[config.mk]
export PLATFORM = sky130hd
export DESIGN_NAME = sub0_bit_collect
export DESIGN_NICKNAME = d
export VERILOG_FILES = /design/src/rtl/sub0_bit_pkg.sv /design/src/rtl/sub0_sync_fifo.sv /design/src/rtl/sub0_bit_collect.sv
export SDC_FILE = /design/constraint.sdc
export NUM_CORES = 1
export LEC_CHECK = 0
export CAP_MARGIN = 0
export CORE_MARGIN = 2
export CORE_UTILIZATION = 32
export CTS_BUF_LIST = sky130_fd_sc_hd__clkbuf_8
export DETAILED_ROUTE_END_ITERATION = 6
export RECOVER_POWER = 100
export SLEW_MARGIN = 20
export SYNTH_ARGS = -nofsm -noshare
export SYNTH_HDL_FRONTEND = slang
export SYNTH_SLANG_ARGS = --single-unit
[constraint.sdc]
create_clock -name axis_clk -period 3.3 [get_ports axis_clk]
set_input_delay 0.33 -clock axis_clk [delete_from_list [all_inputs] [get_ports axis_clk]]
set_output_delay 0.33 -clock axis_clk [all_outputs]
set_load 0.005 [all_outputs]
[src/rtl/sub0_bit_pkg.sv]
// Shared definitions for the sub0 bit-collect stage: group count, byte width,
// FSM encoding and the FIFO entry layout {mask, bits}.
package sub0_bit_pkg;

   localparam int BIT_GROUP_NUM = 4;
   localparam int BIT_WIDTH     = 8;
   localparam int BIT_IDX_W     = $clog2(BIT_WIDTH);
   localparam int ENTRY_W       = 2 * BIT_GROUP_NUM;

   typedef enum logic {
      ST_IDLE    = 1'b0,
      ST_COLLECT = 1'b1
   } state_e;

   // A disabled group contributes 0 regardless of byte and index.
   function automatic logic sel_bit(input logic [BIT_WIDTH-1:0] data,
                                    input logic [BIT_IDX_W-1:0] idx,
                                    input logic                 en);
      return en & data[idx];
   endfunction

endpackage

[src/rtl/sub0_sync_fifo.sv]
// Small synchronous FIFO with a registered head (dout) so the consumer sees
// flop outputs only; storage array carries no reset.
module sub0_sync_fifo #(
   parameter int WIDTH = 8,
   parameter int DEPTH = 2
) (
   input  logic                       clk,
   input  logic                       srst,
   input  logic                       push_i,
   input  logic [WIDTH-1:0]           din_i,
   input  logic                       pop_i,
   output logic [WIDTH-1:0]           dout_o,
   output logic                       full_o,
   output logic                       empty_o,
   output logic [$clog2(DEPTH):0]     count_o
);

   localparam int PTR_W = $clog2(DEPTH);
   localparam int CNT_W = PTR_W + 1;

   logic [WIDTH-1:0] mem_q [DEPTH];
   logic [PTR_W-1:0] wr_ptr_q, rd_ptr_q, rd_ptr_nxt;
   logic [CNT_W-1:0] count_q, count_d;
   logic [WIDTH-1:0] dout_q, dout_d;
   logic             do_push, do_pop;

   assign full_o     = (count_q == CNT_W'(DEPTH));
   assign empty_o    = (count_q == '0);
   assign do_pop     = pop_i & ~empty_o;
   // A full FIFO still accepts a push when a pop frees a slot in the same cycle.
   assign do_push    = push_i & (~full_o | do_pop);
   assign rd_ptr_nxt = rd_ptr_q + PTR_W'(1);

   always_comb begin
      count_d = count_q;
      case ({do_push, do_pop})
         2'b10:   count_d = count_q + CNT_W'(1);
         2'b01:   count_d = count_q - CNT_W'(1);
         default: count_d = count_q;
      endcase
   end

   // The head register follows whatever entry will be at the read pointer next cycle.
   always_comb begin
      dout_d = dout_q;
      if (do_push && (empty_o || (do_pop && count_q == CNT_W'(1)))) begin
         dout_d = din_i;
      end else if (do_pop && count_q > CNT_W'(1)) begin
         dout_d = mem_q[rd_ptr_nxt];
      end
   end

   always_ff @(posedge clk) begin
      if (do_push) begin
         mem_q[wr_ptr_q] <= din_i;
      end
   end

   always_ff @(posedge clk) begin
      if (srst) begin
         wr_ptr_q <= '0;
         rd_ptr_q <= '0;
         count_q  <= '0;
         dout_q   <= '0;
      end else begin
         if (do_push) wr_ptr_q <= wr_ptr_q + PTR_W'(1);
         if (do_pop)  rd_ptr_q <= rd_ptr_nxt;
         count_q <= count_d;
         dout_q  <= dout_d;
      end
   end

   assign dout_o  = dout_q;
   assign count_o = count_q;

endmodule

[src/rtl/sub0_bit_collect.sv]
// Collects one selected bit per beat into a BIT_GROUP_NUM-bit key, gated by the
// mask captured on beat 0, and queues {mask, key} for the lookup stage.
module sub0_bit_collect
   import sub0_bit_pkg::*;
#(
   parameter int BIT_GROUP_NUM = sub0_bit_pkg::BIT_GROUP_NUM,
   parameter int FIFO_DEPTH    = 2
) (
   input  logic                     axis_clk,
   input  logic                     areset,
   input  logic [BIT_WIDTH-1:0]     i_bit_8,
   input  logic [BIT_IDX_W-1:0]     i_bit_act_low,
   input  logic                     i_bit_act_low_valid,
   input  logic [BIT_GROUP_NUM-1:0] i_bit_mask,
   output logic [BIT_GROUP_NUM-1:0] o_bit_vec,
   output logic [BIT_GROUP_NUM-1:0] o_bit_mask,
   output logic                     o_bit_vec_valid,
   input  logic                     i_bit_vec_ready,
   output logic                     o_overflow,
   output logic                     o_frag_err
);

   localparam int EW    = 2 * BIT_GROUP_NUM;
   localparam int CNT_W = $clog2(BIT_GROUP_NUM);
   localparam int FC_W  = $clog2(FIFO_DEPTH) + 1;
   localparam logic [CNT_W-1:0] LAST_BEAT = CNT_W'(BIT_GROUP_NUM - 1);

   state_e                   state_q, state_d;
   logic [CNT_W-1:0]         cnt_q, cnt_d;
   logic [BIT_GROUP_NUM-1:0] mask_q, mask_d;
   logic [BIT_GROUP_NUM-1:0] bits_q, bits_d;
   logic                     frag_q, frag_d;
   logic                     ovf_q, ovf_d;

   logic [BIT_GROUP_NUM-1:0] eff_mask;
   logic [BIT_GROUP_NUM-1:0] lane_bit;
   logic                     push, pop;
   logic                     fifo_full, fifo_empty;
   logic [FC_W-1:0]          fifo_count;
   logic [EW-1:0]            push_data, head;

   // Beat 0 uses the live mask because mask_q is only being loaded that cycle.
   assign eff_mask = (state_q == ST_IDLE) ? i_bit_mask : mask_q;

   generate
      for (genvar gi = 0; gi < BIT_GROUP_NUM; gi++) begin : g_lane
         assign lane_bit[gi] = sel_bit(i_bit_8, i_bit_act_low, eff_mask[gi]);
      end
   endgenerate

   always_comb begin
      state_d = state_q;
      cnt_d   = cnt_q;
      mask_d  = mask_q;
      bits_d  = bits_q;
      frag_d  = 1'b0;
      push    = 1'b0;
      case (state_q)
         ST_IDLE: begin
            if (i_bit_act_low_valid) begin
               mask_d    = i_bit_mask;
               bits_d    = '0;
               bits_d[0] = lane_bit[0];
               cnt_d     = CNT_W'(1);
               state_d   = ST_COLLECT;
            end
         end
         ST_COLLECT: begin
            if (i_bit_act_low_valid) begin
               bits_d[cnt_q] = lane_bit[cnt_q];
               if (cnt_q == LAST_BEAT) begin
                  push    = 1'b1;
                  cnt_d   = '0;
                  state_d = ST_IDLE;
               end else begin
                  cnt_d = cnt_q + CNT_W'(1);
               end
            end else begin
               frag_d  = 1'b1;
               bits_d  = '0;
               cnt_d   = '0;
               state_d = ST_IDLE;
            end
         end
         default: begin
            state_d = ST_IDLE;
            cnt_d   = '0;
         end
      endcase
   end

   assign push_data = {mask_q, bits_d};
   assign pop       = i_bit_vec_ready & ~fifo_empty;
   assign ovf_d     = ovf_q | (push & fifo_full & ~pop);

   always_ff @(posedge axis_clk) begin
      if (areset) begin
         state_q <= ST_IDLE;
         cnt_q   <= '0;
         mask_q  <= '0;
         bits_q  <= '0;
         frag_q  <= 1'b0;
         ovf_q   <= 1'b0;
      end else begin
         state_q <= state_d;
         cnt_q   <= cnt_d;
         mask_q  <= mask_d;
         bits_q  <= bits_d;
         frag_q  <= frag_d;
         ovf_q   <= ovf_d;
      end
   end

   sub0_sync_fifo #(
      .WIDTH (EW),
      .DEPTH (FIFO_DEPTH)
   ) u_fifo (
      .clk     (axis_clk),
      .srst    (areset),
      .push_i  (push),
      .din_i   (push_data),
      .pop_i   (pop),
      .dout_o  (head),
      .full_o  (fifo_full),
      .empty_o (fifo_empty),
      .count_o (fifo_count)
   );

   assign o_bit_vec       = head[BIT_GROUP_NUM-1:0];
   assign o_bit_mask      = head[EW-1:BIT_GROUP_NUM];
   assign o_bit_vec_valid = (fifo_count != '0);
   assign o_overflow      = ovf_q;
   assign o_frag_err      = frag_q;

endmodule

[Yosys cells after proc, flatten, opt, wreduce, memory -nomap -nowiden]
Memories as Yosys holds them, arrays and structs flattened.
Index checks and enable logic that the tools add are counted.
Cells by class
  $add $sub $neg: 5
  $lt $le $gt $ge: 4
  equal/unequal tests: 6
  mux-type cells: 28
  bitwise logic cells: 15
  reductions and logical operators: 11
Operator list (number)
  8-bit two-way mux: 2
  1-bit two-way mux: 12
  4-bit two-way mux: 3
  1-bit AND: 9
  2-bit case mux with 2 select lines: 2
  4-bit case mux with 2 select lines: 1
  2-bit equality test, second input constant: 3
  2-bit two-way mux: 3
  2-bit nonzero test: 3
  2-bit by 1-bit adder with 2-bit output, second input constant: 2
  4-bit bitwise mux: 1
  2-bit by 1-bit equality test with 1-bit output, second input constant: 2
  1-bit logical AND: 4
  3-bit by 4-bit less-than comparator with 1-bit output, second input constant: 1
  1-bit inverter: 4
  1-bit binary-select mux with 3-bit select: 1
  2-bit by 3-bit less-than comparator with 1-bit output, second input constant: 1
  1-bit adder, second input constant: 2
  1-bit binary-select mux with 2-bit select: 1
  1-bit demux with 2-bit select: 1
  2-bit by 1-bit >= comparator with 1-bit output, second input constant: 1
  2-bit by 1-bit > comparator with 1-bit output, second input constant: 1
  2-bit logical NOT: 1
  2-bit inequality test, second input constant: 1
  6 further kinds: 7
Storage, ports and cells
  register bits: 25
  memory bits (writable): 16
  input port bits: 19
  output and inout bits: 11
  word-level logic and storage cells: 80
  memories: 1
Memories
  u_fifo.mem_q: depth 2, width 8, rd ports 1, clocked after memory_dff 0, wr ports 1, RTL line sub0_sync_fifo.sv:21  | logic [WIDTH-1:0] mem_q [DEPTH];

[Logic depth before layout (Yosys ltp)]
  word-level depth: 9
  gate-level depth with buffers: 7
  mapped depth without buffers: 6

[Modules after synthesis]
Synthesis repeated with hierarchy kept, for this count alone.
Second synthesis, totals
  cells, all modules: 182
  area total of the unflattened synthesis: 2043.2 um^2
Modules (own cells, without submodules)
  sub0_sync_fifo: times used 1, cells an instance 99, area each 1286.2 um^2, seq. area each 720.7 um^2
  sub0_bit_collect: times used 1, cells an instance 83, area each 757.0 um^2, seq. area each 260.2 um^2

[Worst setup path before layout]
No wires, ideal clock.
  path kind: reg2reg
  start point: register u_fifo.count_q[1] (netlist: u_fifo.count_o[1])
  end point: memory u_fifo.mem_q[0][0] (enable)
  library setup time: 0.373 ns
  arrival: 1.548 ns
  data required time: 2.927 ns
  slack: 1.379 ns
  cell stages (with the launch flop): 6
  buffers on the path: 0
  clock period less this slack: 1.921 ns
  cells stage by stage: dfxtp_1 inv_1 ha_1 nand2b_1 a21oi_1 nor2b_1
On the way
  cells in the longest elaborated chain, start to end: 8
  elaborated cells on any way between the ends: 10
  classes of those cells: 1 x eq/ne; 2 x mux; 6 x bitwise; 1 x reduce/logical
RTL lines
  start: declaration: RTL line sub0_sync_fifo.sv:23  | logic [CNT_W-1:0] count_q, count_d;
  start signal: assignment: RTL line sub0_sync_fifo.sv:68  | count_q <= count_d;
  2-bit logical NOT: RTL line sub0_sync_fifo.sv:28  | assign empty_o = (count_q == '0);
  1-bit inverter: RTL line sub0_sync_fifo.sv:29, sub0_bit_collect.sv:93
  1-bit AND: RTL line sub0_bit_collect.sv:93  | assign pop = i_bit_vec_ready & ~fifo_empty;
  1-bit AND: RTL line sub0_sync_fifo.sv:29  | assign do_pop = pop_i & ~empty_o;
  1-bit bitwise OR *: RTL line sub0_sync_fifo.sv:31  | assign do_push = push_i & (~full_o | do_pop);
  1-bit AND *: RTL line sub0_sync_fifo.sv:31
  1-bit two-way mux *: RTL line sub0_sync_fifo.sv:54  | if (do_push) begin
  1-bit two-way mux (implied by the code) *: RTL line sub0_sync_fifo.sv:55  | mem_q[wr_ptr_q] <= din_i;
  end: declaration: RTL line sub0_sync_fifo.sv:21
Mark *: on every way between the ends. The rest lies on a longest branch, timed or not.

[Worst setup path after layout]
  start point: input port i_bit_act_low[0]
  end point: memory u_fifo.mem_q[0][1] (data pin)
On the way
  cells in the longest elaborated chain, start to end: 8
  elaborated cells on any way between the ends: 11
  classes of those cells: 7 x mux; 4 x bitwise
RTL lines
  start: declaration: RTL line sub0_bit_collect.sv:12  | input logic [BIT_IDX_W-1:0] i_bit_act_low,
  1-bit binary-select mux with 3-bit select *: RTL line sub0_bit_pkg.sv:19  | return en & data[idx];
  1-bit two-way mux (implied by the code) *: RTL line sub0_bit_pkg.sv:19
  1-bit AND: RTL line sub0_bit_pkg.sv:19
  1-bit binary-select mux with 2-bit select *: RTL line sub0_bit_collect.sv:70  | bits_d[cnt_q] = lane_bit[cnt_q];
  1-bit two-way mux (implied by the code) *: RTL line sub0_bit_collect.sv:70
  4-bit bitwise mux *: RTL line sub0_bit_collect.sv:70
  4-bit two-way mux *: RTL line sub0_bit_collect.sv:69  | if (i_bit_act_low_valid) begin
  4-bit case mux with 2 select lines *: RTL line sub0_bit_collect.sv:58  | case (state_q)
  net bits_d[1]: RTL line sub0_bit_collect.sv:31  | logic [BIT_GROUP_NUM-1:0] bits_q, bits_d;
The timed path passes the listed nets; every way through them passes the cells marked *. The select of a mux whose other input is x is not followed.

==> impl_metrics.sql <==
INSERT INTO impl_metrics (metric_group, metric, value, unit) VALUES
('timing', 'worst_pin_slew', '0.715', 'ns'),
('clocking', 'number_of_h_tree_branching_levels', '2', ''),
('final_layout', 'layout_commonest_cell', 'sky130_fd_sc_hd__dfxtp_1', ''),
('synthesis', 'avgSynthCellArea', '10.6', 'sq um'),
('clocking', 'cts_setup_buffers', '0', ''),
('worst_setup_path', 'rrSetupSlack', '1.06', 'ns'),
('routing', 'drt_first_iter_violations', '56', ''),
('routing', 'remaining_drc_errors', '0', ''),
('final_layout', 'final_cell_mix', 'sky130_fd_sc_hd__dfxtp_1, sky130_fd_sc_hd__nor2_1, sky130_fd_sc_hd__edfxtp_1', ''),
('synthesis', 'synthesis.area', '0.00203', 'sq mm'),
('placed_design', 'placement.setup.worst_slack', '0.820', 'ns'),
('timing', 'fmax', '430', 'MHz'),
('clocking', 'cts_tree', 'yes', ''),
('synthesis', 'ys_ff_latch', '41', ''),
('timing', 'finalCritPeriodShare', '70.5', '%'),
('worst_setup_path', 'worst-r2r-cell-count', '5', ''),
('synthesis', 'synth.lib_cells_used.distinct', '45', ''),
('pwr', 'power.static_leakage', '0.936', 'nW'),
('worst_setup_path', 'largest_stage_delay_on_the_critical_path', '0.59', 'ns'),
('worst_setup_path', 'number_of_buffers_and_inverters_on_the_critical_path', '2', ''),
('clocking', 'clock_tree.buffer_depth', '2', ''),
('final_layout', 'nets', '246', ''),
('timing', 'clock-skew-final', '0.00572', 'ns'),
('routing', 'num_vias', '1521', ''),
('placed_design', 'detailed_place.area', '0.00238', 'sq mm'),
('synthesis', 'yosysTopAreaCellShare', '24.7', '%'),
('floorplanning', 'design.core.area', '0.00603', 'sq mm'),
('synthesis', 'mappedNetlistNets', '217', ''),
('floorplanning', 'die_area', '0.00698', 'sq mm'),
('run_status', 'outcome', 'finished, final reports clean', ''),
('timing', 'fin_crit', '2.33', 'ns'),
('worst_setup_path', 'critPathKind', 'input port to flop', ''),
('timing', 'setup-violations-final', '0', ''),
('floorplanning', 'initial_utilization', '33.6', '%'),
('synthesis', 'ys.warnings.count', '0', ''),
('final_layout', 'final_cell_area', '0.00250', 'sq mm'),
('timing', 'slew_headroom', '52.2', '%'),
('timing', 'rsz_0062_raised_after_global_routing', 'false', ''),
('clocking', 'cts_inserted_buffers', '5', ''),
('final_layout', 'insertedDiodeCount', '0', ''),
('clocking', 'clk_latency', '0.30', 'ns'),
('pwr', 'finalPower', '1.17', 'mW'),
('worst_setup_path', 'worst-path-stages', '5', ''),
('final_layout', 'relative_area_change_from_synthesis_to_final_layout', '23.3', '%'),
('synthesis', 'post-synth-top-area-cell', 'sky130_fd_sc_hd__dfxtp_1', ''),
('worst_setup_path', 'timing.critical_path.to', 'u_fifo.mem_q[0][1]', ''),
('worst_setup_path', 'critical_path.max_fanout', '7', ''),
('grt', 'grtUsageTotal', '12.1', '%'),
('placed_design', 'placement.io_buffers', '29', ''),
('clocking', 'clockRootBuffer', 'sky130_fd_sc_hd__clkbuf_8', ''),
('clocking', 'cts.hold.buffers_added', '0', ''),
('floorplanning', 'die_width', '83.6', 'um'),
('synthesis', 'fraction_of_registers_with_async_set_reset', '0', '%'),
('clocking', 'cts_repair_resize_count', '0', ''),
('pwr', 'power.ir.vdd_worst', '0.199', 'mV'),
('timing', 'holdWs', '0.465', 'ns'),
('final_layout', 'fillerInstances', '605', ''),
('worst_setup_path', 'cpLargestDelayFamily', 'multiplexers', ''),
('routing', 'wl_per_cell', '13.9', 'um'),
('hold_path', 'timing.hold.worst.class', 'flop to flop', ''),
('grt', 'grt_first_pass_wirelength', '6690', 'um'),
('worst_setup_path', 'r2r-start', 'u_fifo.count_o[1]', ''),
('placed_design', 'placedCellCount', '288', ''),
('floorplanning', 'die-height', '83.6', 'um'),
('routing', 'drt-pass1-iter-count', '4', ''),
('synthesis', 'netlist_instances', '191', ''),
('worst_setup_path', 'end_kind', 'flop', ''),
('clocking', 'worst_setup_hold_path_clk_slew', '0.08', 'ns'),
('final_layout', 'finalCoreUtilization', '41.4', '%'),
('grt', 'grt_pass1_vias', '1391', ''),
('timing', 'final-max-slew-violation-count', '0', '');
tightest hold or removal path: cells and delay by family, from the launching register on:
family / cells / cell delay [ns]
simple gates: 1 / 0.06
compound gates: 1 / 0.06
flops: 1 / 0.31
power breakdown:
part           switching (mW)  internal, mW  total [mW]
Clock                   0.185         0.304       0.489
Combinational          0.0613        0.0665       0.128
Sequential             0.0175         0.535       0.552
kinds of logic after synthesis:
| family | share of synthesized area, % |
|---|---|
| simple gates | 15.3 |
| fa+ha+maj | 4.32 |
| flops | 48.4 |
| mux | 10.4 |
| buf+inv | 4.01 |
| xor+xnor | 0.865 |
| compound gates | 16.7 |
registers in the layout (all words and copies together), names as in the netlist:
register	flops
bits_q	4
cnt_q	2
mask_q	4
o_frag_err	1
o_overflow	1
state_q	1
u_fifo.count_o	2
u_fifo.dout_o	8
u_fifo.mem_q	16
u_fifo.rd_ptr_q	1
u_fifo.wr_ptr_q	1
final cells by class:
cell class,instances,area (sq um),share of cell area [%]
clock buffers,5,68.8,2.76
well taps,75,93.8,3.76
repair buffers,32,309,12.4
multi-input cells,131,942,37.7
clock inverters,3,68.8,2.76
flip-flops and latches,41,981,39.3
inverters,9,33.8,1.35
routing by layer:
metal / vias up / wire (um) / global-route usage (%) / part of all wire (%)
met5: - / 0 / 0 / 0
met4: 0 / 77 / 4.84 / 1.9
met3: 7 / 165 / 3.46 / 4.0
met2: 33 / 1840 / 20.1 / 45
met1: 723 / 2030 / 14.8 / 49
li1: 758 / - / - / -
Yosys cell counts, types with 3 or more instances:
master	number
sky130_fd_sc_hd__nor2b_1	5
sky130_fd_sc_hd__edfxtp_1	16
sky130_fd_sc_hd__nand3_1	8
sky130_fd_sc_hd__ha_1	7
sky130_fd_sc_hd__clkbuf_1	4
sky130_fd_sc_hd__mux2i_1	15
sky130_fd_sc_hd__nand3b_1	3
sky130_fd_sc_hd__o21a_1	3
sky130_fd_sc_hd__o31ai_1	3
sky130_fd_sc_hd__a21oi_1	15
sky130_fd_sc_hd__nor3_1	4
sky130_fd_sc_hd__a211oi_1	7
sky130_fd_sc_hd__inv_1	9
sky130_fd_sc_hd__buf_2	5
sky130_fd_sc_hd__dfxtp_1	25
sky130_fd_sc_hd__nor2_1	19
sky130_fd_sc_hd__nand2_1	4
worst min path at each step:
stage	from	to	slack [ns]	cells past startpoint
global placement	u_fifo.dout_o[7]	u_fifo.dout_o[7]	0.46	2
CTS	u_fifo.dout_o[7]	u_fifo.dout_o[7]	0.47	2
finish	u_fifo.dout_o[7]	u_fifo.dout_o[7]	0.46	2
floorplan	o_overflow	o_overflow	0.46	2
global route	u_fifo.dout_o[6]	u_fifo.dout_o[6]	0.49	2
detailed placement	u_fifo.dout_o[7]	u_fifo.dout_o[7]	0.46	2
No activity file was read; power rests on OpenSTA's default activity.
